File: src/rtl/ex_div_unit_if.sv
// Pipeline-side bundle for the EX-stage divide unit: ID/EX operands in,
// stall/busy status and the one-cycle write-back result out.
interface ex_div_unit_if;
    logic [31:0] inst_i;
    logic [31:0] op1_i;
    logic [31:0] op2_i;
    logic [4:0]  rd_addr_i;
    logic        flush_i;
    logic        hold_o;
    logic        busy_o;
    logic        wb_valid_o;
    logic [31:0] wb_data_o;
    logic [4:0]  wb_rd_o;

    modport master (
        output inst_i, op1_i, op2_i, rd_addr_i, flush_i,
        input  hold_o, busy_o, wb_valid_o, wb_data_o, wb_rd_o
    );

    modport slave (
        input  inst_i, op1_i, op2_i, rd_addr_i, flush_i,
        output hold_o, busy_o, wb_valid_o, wb_data_o, wb_rd_o
    );
endinterface

File: src/rtl/ex_div_unit.sv
// Iterative RV32M DIV/DIVU/REM/REMU unit (restoring, ITER_PER_CLK bits per clock).
// Optional macro EX_DIV_EARLY_OUT_EN: finish in one cycle when |dividend| < |divisor| or |divisor| == 1.
module ex_div_unit #(
    parameter int unsigned ITER_PER_CLK = 1
) (
    input  logic          clk,
    input  logic          rst,
    ex_div_unit_if.slave  bus
);

    localparam int unsigned N_CYC    = 32 / ITER_PER_CLK;
    localparam logic [5:0]  CNT_LAST = 6'(N_CYC - 1);

    typedef enum logic [1:0] {
        S_IDLE,
        S_CALC,
        S_DONE
    } state_t;

    state_t      state_q, state_d;
    logic [5:0]  cnt_q, cnt_d;
    logic [31:0] rem_q, rem_d;
    logic [31:0] quo_q, quo_d;
    logic [31:0] dsr_q, dsr_d;
    logic        is_rem_q, is_rem_d;
    logic        neg_q, neg_d;
    logic [4:0]  rd_q, rd_d;
    logic        wb_valid_q, wb_valid_d;
    logic [31:0] wb_data_q, wb_data_d;
    logic [4:0]  wb_rd_q, wb_rd_d;
    logic        hold_c;

    // ------------------------------------------------------------------
    // Decode and operand preparation
    // ------------------------------------------------------------------
    logic [6:0]  opcode;
    logic [6:0]  funct7;
    logic [2:0]  funct3;
    logic        is_div_op;
    logic        op_signed;
    logic        op_rem;
    logic        op1_neg;
    logic        op2_neg;
    logic [31:0] op1_mag;
    logic [31:0] op2_mag;
    logic        res_neg;
    logic        div_zero;
    logic        sgn_ovf;
    logic [31:0] special_res;
    logic        early;
    logic [31:0] early_res;
    logic        unused_inst;

    assign opcode      = bus.inst_i[6:0];
    assign funct3      = bus.inst_i[14:12];
    assign funct7      = bus.inst_i[31:25];
    assign unused_inst = ^{bus.inst_i[24:15], bus.inst_i[11:7]};

    assign is_div_op = (opcode == 7'b0110011) && (funct7 == 7'b0000001) && funct3[2];
    assign op_signed = ~funct3[0];
    assign op_rem    = funct3[1];

    assign op1_neg = op_signed & bus.op1_i[31];
    assign op2_neg = op_signed & bus.op2_i[31];
    assign op1_mag = op1_neg ? (32'd0 - bus.op1_i) : bus.op1_i;
    assign op2_mag = op2_neg ? (32'd0 - bus.op2_i) : bus.op2_i;

    // Remainder follows the dividend; quotient is negative when signs differ.
    assign res_neg = op_rem ? op1_neg : (op1_neg ^ op2_neg);

    assign div_zero = (bus.op2_i == '0);
    assign sgn_ovf  = op_signed && (bus.op1_i == 32'h8000_0000) && (bus.op2_i == '1);

    always_comb begin
        special_res = '0;
        if (div_zero) begin
            special_res = op_rem ? bus.op1_i : '1;
        end else begin
            special_res = op_rem ? '0 : 32'h8000_0000;
        end
    end

`ifdef EX_DIV_EARLY_OUT_EN
    logic small_dvd;
    logic unit_dsr;

    assign small_dvd = (op1_mag < op2_mag);
    assign unit_dsr  = (op2_mag == 32'd1);
    assign early     = !div_zero && (small_dvd || unit_dsr);

    always_comb begin
        early_res = '0;
        if (small_dvd) begin
            early_res = op_rem ? bus.op1_i : '0;
        end else if (!op_rem) begin
            early_res = res_neg ? (32'd0 - op1_mag) : op1_mag;
        end
    end
`else
    assign early     = 1'b0;
    assign early_res = '0;
`endif

    // ------------------------------------------------------------------
    // Restoring datapath: ITER_PER_CLK steps unrolled per clock.
    // quo holds the remaining dividend bits in its top and collects the
    // quotient bits in its bottom as they are resolved.
    // ------------------------------------------------------------------
    logic [31:0] it_rem;
    logic [31:0] it_quo;
    logic [32:0] it_sh;
    logic        it_ge;
    logic [31:0] calc_res;

    always_comb begin
        it_rem = rem_q;
        it_quo = quo_q;
        it_sh  = '0;
        it_ge  = 1'b0;
        for (int unsigned i = 0; i < ITER_PER_CLK; i++) begin
            it_sh  = {it_rem, it_quo[31]};
            it_ge  = (it_sh >= {1'b0, dsr_q});
            // Partial remainder stays below the divisor, so the low 32 bits suffice.
            it_rem = it_ge ? (it_sh[31:0] - dsr_q) : it_sh[31:0];
            it_quo = {it_quo[30:0], it_ge};
        end
    end

    always_comb begin
        calc_res = '0;
        if (is_rem_q) begin
            calc_res = neg_q ? (32'd0 - it_rem) : it_rem;
        end else begin
            calc_res = neg_q ? (32'd0 - it_quo) : it_quo;
        end
    end

    // ------------------------------------------------------------------
    // Control FSM: next state and registered outputs
    // ------------------------------------------------------------------
    always_comb begin
        state_d    = state_q;
        cnt_d      = cnt_q;
        rem_d      = rem_q;
        quo_d      = quo_q;
        dsr_d      = dsr_q;
        is_rem_d   = is_rem_q;
        neg_d      = neg_q;
        rd_d       = rd_q;
        wb_valid_d = 1'b0;
        wb_data_d  = '0;
        wb_rd_d    = '0;

        if (bus.flush_i) begin
            state_d = S_IDLE;
            cnt_d   = '0;
        end else begin
            unique case (state_q)
                S_IDLE: begin
                    if (is_div_op) begin
                        is_rem_d = op_rem;
                        neg_d    = res_neg;
                        rd_d     = bus.rd_addr_i;
                        dsr_d    = op2_mag;
                        quo_d    = op1_mag;
                        rem_d    = '0;
                        cnt_d    = '0;
                        if (div_zero || sgn_ovf) begin
                            state_d    = S_DONE;
                            wb_valid_d = 1'b1;
                            wb_data_d  = special_res;
                            wb_rd_d    = bus.rd_addr_i;
                        end else if (early) begin
                            state_d    = S_DONE;
                            wb_valid_d = 1'b1;
                            wb_data_d  = early_res;
                            wb_rd_d    = bus.rd_addr_i;
                        end else begin
                            state_d = S_CALC;
                        end
                    end
                end

                S_CALC: begin
                    rem_d = it_rem;
                    quo_d = it_quo;
                    if (cnt_q == CNT_LAST) begin
                        state_d    = S_DONE;
                        cnt_d      = '0;
                        wb_valid_d = 1'b1;
                        wb_data_d  = calc_res;
                        wb_rd_d    = rd_q;
                    end else begin
                        cnt_d = cnt_q + 6'd1;
                    end
                end

                S_DONE: begin
                    state_d = S_IDLE;
                end

                default: begin
                    state_d = S_IDLE;
                end
            endcase
        end
    end

    // Stall is combinational so the pipeline freezes in the acceptance cycle itself.
    always_comb begin
        hold_c = 1'b0;
        if (!rst) begin
            hold_c = ((state_q == S_IDLE) && is_div_op && !bus.flush_i) ||
                     (state_q == S_CALC);
        end
    end

    always_ff @(posedge clk or posedge rst) begin
        if (rst) begin
            state_q    <= S_IDLE;
            cnt_q      <= '0;
            rem_q      <= '0;
            quo_q      <= '0;
            dsr_q      <= '0;
            is_rem_q   <= 1'b0;
            neg_q      <= 1'b0;
            rd_q       <= '0;
            wb_valid_q <= 1'b0;
            wb_data_q  <= '0;
            wb_rd_q    <= '0;
        end else begin
            state_q    <= state_d;
            cnt_q      <= cnt_d;
            rem_q      <= rem_d;
            quo_q      <= quo_d;
            dsr_q      <= dsr_d;
            is_rem_q   <= is_rem_d;
            neg_q      <= neg_d;
            rd_q       <= rd_d;
            wb_valid_q <= wb_valid_d;
            wb_data_q  <= wb_data_d;
            wb_rd_q    <= wb_rd_d;
        end
    end

    assign bus.hold_o     = hold_c;
    assign bus.busy_o     = (state_q != S_IDLE);
    assign bus.wb_valid_o = wb_valid_q;
    assign bus.wb_data_o  = wb_data_q;
    assign bus.wb_rd_o    = wb_rd_q;

endmodule

File: src/flat_wrapper.sv
// flat-port wrapper written by rule: the top's interface ports become plain ports
module ex_div_unit_flat 
#(
    parameter int unsigned ITER_PER_CLK = 1
)
  (clk, rst, bus_inst_i, bus_op1_i, bus_op2_i, bus_rd_addr_i, bus_flush_i, bus_hold_o, bus_busy_o, bus_wb_valid_o, bus_wb_data_o, bus_wb_rd_o);
  ex_div_unit_if bus_i ();
  input  logic clk;
  input  logic rst;
  input wire logic [$bits(bus_i.inst_i)-1:0] bus_inst_i;
  input wire logic [$bits(bus_i.op1_i)-1:0] bus_op1_i;
  input wire logic [$bits(bus_i.op2_i)-1:0] bus_op2_i;
  input wire logic [$bits(bus_i.rd_addr_i)-1:0] bus_rd_addr_i;
  input wire logic [$bits(bus_i.flush_i)-1:0] bus_flush_i;
  output wire logic [$bits(bus_i.hold_o)-1:0] bus_hold_o;
  output wire logic [$bits(bus_i.busy_o)-1:0] bus_busy_o;
  output wire logic [$bits(bus_i.wb_valid_o)-1:0] bus_wb_valid_o;
  output wire logic [$bits(bus_i.wb_data_o)-1:0] bus_wb_data_o;
  output wire logic [$bits(bus_i.wb_rd_o)-1:0] bus_wb_rd_o;
  assign bus_i.inst_i = bus_inst_i;
  assign bus_i.op1_i = bus_op1_i;
  assign bus_i.op2_i = bus_op2_i;
  assign bus_i.rd_addr_i = bus_rd_addr_i;
  assign bus_i.flush_i = bus_flush_i;
  assign bus_hold_o = bus_i.hold_o;
  assign bus_busy_o = bus_i.busy_o;
  assign bus_wb_valid_o = bus_i.wb_valid_o;
  assign bus_wb_data_o = bus_i.wb_data_o;
  assign bus_wb_rd_o = bus_i.wb_rd_o;
  ex_div_unit #(.ITER_PER_CLK(ITER_PER_CLK)) u_core (.clk(clk), .rst(rst), .bus(bus_i));
endmodule
File: config.mk
export PLATFORM = sky130hd
export DESIGN_NAME = ex_div_unit_flat
export DESIGN_NICKNAME = d
export VERILOG_FILES = /design/src/rtl/ex_div_unit_if.sv /design/src/rtl/ex_div_unit.sv /design/src/flat_wrapper.sv
export SDC_FILE = /design/constraint.sdc
export NUM_CORES = 1
export LEC_CHECK = 0
export ABC_AREA = 1
export BUFFER_PORTS_ARGS = -buffer_cell sky130_fd_sc_hd__buf_2
export CAP_MARGIN = 40
export CORE_UTILIZATION = 65
export DETAILED_ROUTE_END_ITERATION = 10
export PLACE_DENSITY_LB_ADDON = 0.12
export SLEW_MARGIN = 20
export SYNTH_ARGS = -nofsm -noshare
export SYNTH_HDL_FRONTEND = slang
export SYNTH_SLANG_ARGS = --single-unit
File: constraint.sdc
create_clock -name clk -period 10.7 [get_ports clk]
set_input_delay 0 -clock clk [delete_from_list [all_inputs] [get_ports clk]]
set_output_delay 0 -clock clk [all_outputs]
set_load 0.03 [all_outputs]
==> results of run 1 <==
[what timing repair did]
item	4_1_cts	5_1_grt
hold endpoints to repair	164	0
hold buffers	64	0
buffers inserted	0	0
[cells in the final DEF, fill, tap and decap left out, types with 52 or more instances in the layout]
| master | synthesis | final |
|---|---|---|
| nand3_1 | 153 | 153 |
| o21ai_0 | 155 | 155 |
| nand2_1 | 497 | 497 |
| nor2_1 | 170 | 166 |
| dfrtp_1 | 149 | 148 |
| buf_2 | 7 | 128 |
| a21oi_1 | 114 | 114 |
| dlygate4sd3_1 | 0 | 64 |
| inv_1 | 289 | 288 |
| o211ai_1 | 52 | 52 |
[sequential cells by signal (all words and copies together) (netlist names)]
| signal | cells |
|---|---|
| u_core.bus.wb_valid_o | 1 |
| u_core.bus.wb_data_o | 32 |
| u_core.rem_q | 32 |
| u_core.is_rem_q | 1 |
| u_core.rd_q | 5 |
| u_core.quo_q | 32 |
| u_core.state_q | 2 |
| u_core.cnt_q | 6 |
| u_core.bus.wb_rd_o | 5 |
| u_core.neg_q | 1 |
| u_core.dsr_q | 32 |
[per-stage QoR]
| step | util, % | setup WS (ps) |
|---|---|---|
| after floorplan | - | 6690 |
| after global placement | 71.2 | 6010 |
| after detailed placement | 71.9 | 5920 |
| after CTS | 78.5 | 5900 |
| after global routing | 78.5 | 5290 |
| final | 78.5 | 5770 |
[layout make-up]
cell class | instances | area, sq um | area share, %
clock inverter | 15 | 184 | 1.23
inverter | 297 | 1120 | 7.52
timing repair buffer | 210 | 1500 | 10.1
clock buffer | 17 | 425 | 2.85
multi-input combinational | 1464 | 7630 | 51.1
sequential | 149 | 3730 | 25.0
tap | 260 | 325 | 2.18
[layer usage]
layer / wire, microns / GRT usage (%)
met5: 11 / 0
met4: 1400 / 15.8
met3: 4490 / 8.04
met2: 19800 / 71.3
met1: 16800 / 56.7
[worst max-delay path, delay by kind of cell (launching register included)]
kind	cells	cell delay, ps
AND/OR/NAND/NOR	19	2800
XOR/XNOR	1	190
AO/OA/AOI/OAI	3	400
adder cells (fa/ha/maj)	2	580
flip-flops	1	450
buffers and inverters	3	420
[kinds of logic (layout without fill, tap and decap cells)]
group | count (synthesis) | count (layout) | share of synthesized area (%)
adder cells (fa/ha/maj) | 39 | 39 | 3.88
AO/OA/AOI/OAI | 400 | 400 | 18.1
multiplexers | 5 | 5 | 0.392
buffers and inverters | 366 | 539 | 11.2
flip-flops | 149 | 149 | 29.2
AND/OR/NAND/NOR | 966 | 966 | 33.6
XOR/XNOR | 54 | 54 | 3.70
[how the worst min path moves through the flow]
stage	to	start
floorplan	bus_hold_o	rst
global placement	u_core.bus.wb_data_o[31]	rst
detailed placement	u_core.state_q[1]	rst
CTS	u_core.dsr_q[28]	bus_op2_i[28]
global route	u_core.dsr_q[28]	bus_op2_i[28]
finish	u_core.dsr_q[28]	bus_op2_i[28]
[power by group]
| part | total (mW) | leakage, nW | internal, mW | switching (mW) |
|---|---|---|---|---|
| Sequential | 0.633 | 1.86 | 0.594 | 0.0382 |
| Combinational | 0.627 | 5.41 | 0.206 | 0.421 |
| Clock | 0.612 | 0.295 | 0.316 | 0.296 |
==> run metrics, run 1 <==
status=complete, but fails checks; failing checks=DRC; final hold slack=4.60 ps; WHS Path Cells=4; Final Non-Filler Cells=2,412; Reg2Reg Setup Slack=5770 ps; post-synth top area cell=dfrtp_1; crit path capture type=flop; number of cell rows=50; Slew HR=46.8%; fraction of layout cells with a size suffix above 1=12.3%; Reg2Reg Depth=28; CTS clock-pin slew for the worst setup and hold paths=70 ps; gr usage total=43.3%; Crit path largest cell delay=450 ps; DR vias/cell=6.07; Yosys top cell area share=between 20% and 30%; Min Clock Period, post-route=4930 ps; Num CTS Buffers=17; Final setup viols=0; # placed instances=2,316; total power=1.87 mW; fill cell count=between 1,000 and 1,500; post-synthesis cell area=12,800 sq um; starting density of the core=67.2%; Syn. warnings=0; Slowest cell on crit path=dfrtp_1; largest net degree at the start of global routing=81; post-CTS resize count=0; Routability Congestion=0.962; worst clock skew=19.1 ps; first-pass GRT wire length=around 68,000 microns; clk sinks=about 150; Die X-Extent=142 microns; Critical path destination=u_core.bus.wb_data_o[28]; final net count=2,282; via count=around 15,000; Skew-Pair Late Insertion Delay=around 460 ps; # DRC=1; Worst Path Required=around 11,000 ps; most common cell in the netlist=nand2_1; n_diodes=0; worst hold-check path type=in -> reg; CTS tree=done; predominant post-synthesis flop cell=dfrtp_1; Least-Margin Pin Slew=797 ps; max-cap violations=0; root buffer cell=clkbuf_16; DP Wirelength=30,000 microns; asr flop ratio synth=100%; num ports=144; CP Launch Type=flop; Seq/Total Area, Yosys=between 20 and 30%; Worst Setup SP=u_core.rem_q[14]; Most common cell on crit path=nand2_1; Leak=around 7.6 nW; VDD IR-drop max=0.000106 V; RSZ-0062 raised after global routing=false; Fmax=203 MHz; maximum root-to-sink buffer count=2; crit-path max FO=46; fraction of the cycle the final worst path needs=46.1%; setup TNS=0 ps; initial antenna violation count=1; worst r2r src=u_core.rem_q[14]; Final Hold Fails=0; gr ovfl total=0; FF-to-FF End=u_core.bus.wb_data_o[28]; H-Tree Depth=4; full die area=20,200 sq um; Final Cell Area=14,900 sq um; Synth area leaders=dfrtp_1 (29%), nand2_1 (15%), inv_1 (8.5%); max-slew violation count=0; kind of critical path=reg -> reg; Final ANT Viol Nets=0; arrival time at the worst endpoint=between 5000 and 6000 ps; Mapped Avg Cell Area=6.46 sq um; PwrDens=125 nW/um^2; Port Buffers=128; Cells after Synth=1,979; DRT iter0 DRCs=1,671; area grow syn2layout=16.8%; Seq cells post-synth=149; Detailed Route WL=42,500 microns; Die Y=around 140 microns; Post-Syn Nets=2,122; Core Area=19,000 sq um; 1st-pass router iterations=9; Avg WL per Cell=17.6 microns; dpl cell area=between 10,000 and 15,000 sq um; vias in the first global route=13,600; most instantiated cells after synthesis=nand2_1 (497), inv_1 (289), nor2_1 (170), o21ai_0 (155), nand3_1 (153); EDFF count, synth=0; Distinct cells, synth=roughly 60
No activity file was read; power rests on OpenSTA's default activity.
==> run 2: changes to the inputs <==
--- a/config.mk
+++ b/config.mk
@@ -8,7 +8,7 @@
 export ABC_AREA = 1
 export BUFFER_PORTS_ARGS = -buffer_cell sky130_fd_sc_hd__buf_2
 export CAP_MARGIN = 40
-export CORE_UTILIZATION = 65
+export CORE_UTILIZATION = 55
 export DETAILED_ROUTE_END_ITERATION = 10
 export PLACE_DENSITY_LB_ADDON = 0.12
 export SLEW_MARGIN = 20
==> constraint.sdc (replaced) <==
create_clock -name clk -period 4.2 [get_ports clk]
set_input_delay 0 -clock clk [delete_from_list [all_inputs] [get_ports clk]]
set_output_delay 0 -clock clk [all_outputs]
set_load 0.03 [all_outputs]
==> run metrics, run 2 (same netlist as run 1, synthesis figures left out) <==
status=finished, final reports clean (was complete, but fails checks); Skew-Pair Late Insertion Delay=450 ps (was 460 ps); starting density of the core=56.3% (was 67.2%); num ports=144 (unchanged); root buffer cell=clkbuf_16 (unchanged); area grow syn2layout=18.5% (was 16.8%); CTS tree=done (unchanged); H-Tree Depth=4 (unchanged); maximum root-to-sink buffer count=2 (unchanged); gr ovfl total=0 (unchanged); Hold Path Origin=bus_op2_i[20] (was bus_op2_i[28]); max-slew violation count=0 (unchanged); setup TNS=0 ps (unchanged); area of the multi-input gates=7850 sq um (was 7630 sq um); Reg2Reg Setup Slack=240 ps (was 5770 ps); full die area=23,900 sq um (was 20,200 sq um); WHS Path Cells=4 (unchanged); worst clock skew=18.9 ps (was 19.1 ps); total power=4.80 mW (was 1.87 mW); register area=3730 sq um (about the same); Routability Congestion=1.00 (was 0.962); n_diodes=0 (unchanged); DP Wirelength=30,300 microns (was 30,000 microns); Psw=1.93 mW (was 0.755 mW); FF-to-FF End=u_core.bus.wb_data_o[28] (unchanged); Seq pwr share=33.7% (was 33.8%); PwrDens=317 nW/um^2 (was 125 nW/um^2); clk sinks=149 (unchanged); Final setup viols=0 (unchanged); Detailed Route WL=41,100 microns (was 42,500 microns); most frequent cells in the layout=nand2_1 (484), inv_1 (284), nor2_1 (163) (was nand2_1 (497), inv_1 (288), nor2_1 (166)); Crit path largest cell delay=400 ps (was 450 ps); kind of critical path=reg -> reg (unchanged); Least-Margin Pin Slew=832 ps (was 797 ps); Avg WL per Cell=16.8 microns (was 17.6 microns); Final ANT Viol Nets=0 (unchanged); largest net degree at the start of global routing=69 (was 81); Leak=7.57 nW (about the same); initial antenna violation count=0 (was 1); Internal=2.87 mW (was 1.12 mW); Worst Path Required=4560 ps (was 11,060 ps); crit-path max FO=6 (was 46); fill cell count=2,058 (was 1,480); switching share of total power=40.2% (was 40.3%); first-pass GRT wire length=65,600 microns (was 67,700 microns); combinational power share=34.0% (was 33.5%); crit path capture type=flop (unchanged); VDD IR-drop max=0.000181 V (was 0.000106 V); Slowest cell on crit path=dfrtp_1 (unchanged); DR vias/cell=5.77 (was 6.07); fraction of the cycle the final worst path needs=94.3% (was 46.1%); worst r2r src=u_core.dsr_q[28] (was u_core.rem_q[14]); number of cell rows=55 (was 50); via count=14,100 (was 14,700); Num CTS Buffers=17 (unchanged); clock network fraction of total power=32.3% (was 32.7%); final net count=2,288 (was 2,282); Final Hold Fails=0 (unchanged); # DRC=0 (was 1); Slew HR=44.3% (was 46.8%); Min Clock Period, post-route=3960 ps (was 4930 ps); CP Launch Type=flop (unchanged); Fmax=253 MHz (was 203 MHz); arrival time at the worst endpoint=4320 ps (was 5300 ps); Hold Path Sink=u_core.dsr_q[20] (was u_core.dsr_q[28]); Port Buffers=128 (unchanged); CTS clock-pin slew for the worst setup and hold paths=70 ps (about the same); 1st-pass router iterations=6 (was 9); vias in the first global route=12,800 (was 13,600); max-cap violations=0 (unchanged); Core Area=22,700 sq um (was 19,000 sq um); Reg2Reg Depth=27 (was 28); worst hold-check path type=in -> reg (unchanged); DRT iter0 DRCs=1,293 (was 1,671); Die Y=154 microns (was 142 microns); commonest non-fill, non-tap cell in the layout=nand2_1 (unchanged); fraction of layout cells with a size suffix above 1=14.6% (was 12.3%); Die X-Extent=154 microns (was 142 microns); gr usage total=34.9% (was 43.3%)
## run 2: what timing repair did
action                                  4_1_cts  5_1_grt
gates resized for setup                       0       48
hold buffers                                 62        0
setup buffers                                 0        2
endpoints found under the setup margin        0        5
endpoints found under the hold margin       125        0
## run 2: layer usage
layer  GRT usage, %  share of wire [%]
met5              0                  0
met4           10.5                2.5
met3           4.90                7.1
met2           55.7                 46
met1           49.2                 44
## run 2: worst max-delay path: cells and delay by family, from the launching register on
kind | cells | cell delay, ps
AO/OA/AOI/OAI | 5 | 690
XOR/XNOR | 1 | 170
adder cells (fa/ha/maj) | 2 | 490
buffers and inverters | 4 | 320
flip-flops | 1 | 400
AND/OR/NAND/NOR | 15 | 1800
## run 2: worst max path at each step
stage / from / to / slack, ps / cells past startpoint
floorplan: rst / u_core.bus.wb_data_o[0] / 190 / 1
global placement: u_core.dsr_q[26] / u_core.bus.wb_data_o[28] / 330 / 29
detailed placement: u_core.dsr_q[28] / u_core.bus.wb_data_o[28] / 210 / 27
CTS: u_core.dsr_q[28] / u_core.bus.wb_data_o[28] / 170 / 27
global route: u_core.dsr_q[25] / u_core.bus.wb_data_o[28] / -30 / 29
finish: u_core.dsr_q[28] / u_core.bus.wb_data_o[28] / 240 / 27
## run 2: power by group through the flow
stage	clock, mW	combinational [mW]	sequential [mW]
global route	1.61	1.82	1.62
floorplan	0	1.11	1.60
finish	1.55	1.63	1.62
global placement	0	1.48	1.63
CTS	1.56	1.56	1.61
detailed placement	0	1.50	1.63
## run 2: area by class of cell
type | count | area share, %
timing repair buffer | 216 | 9.92
sequential | 149 | 24.6
clock inverter | 15 | 1.07
clock buffer | 17 | 2.81
tap | 285 | 2.35
multi-input combinational | 1464 | 51.8
inverter | 297 | 7.41
## run 2: stage by stage
step	area, sq um	utilization, %	setup WS (ps)	hold WS (ps)	cells
after floorplan	12800	-	192	110	1979
after global placement	13600	60.0	326	228	2342
after detailed placement	13700	60.4	214	71.9	2347
after CTS	14900	65.7	165	0.439	2441
after global routing	15100	66.7	-31.4	7.78	2443
final	15100	66.7	240	2.67	2443
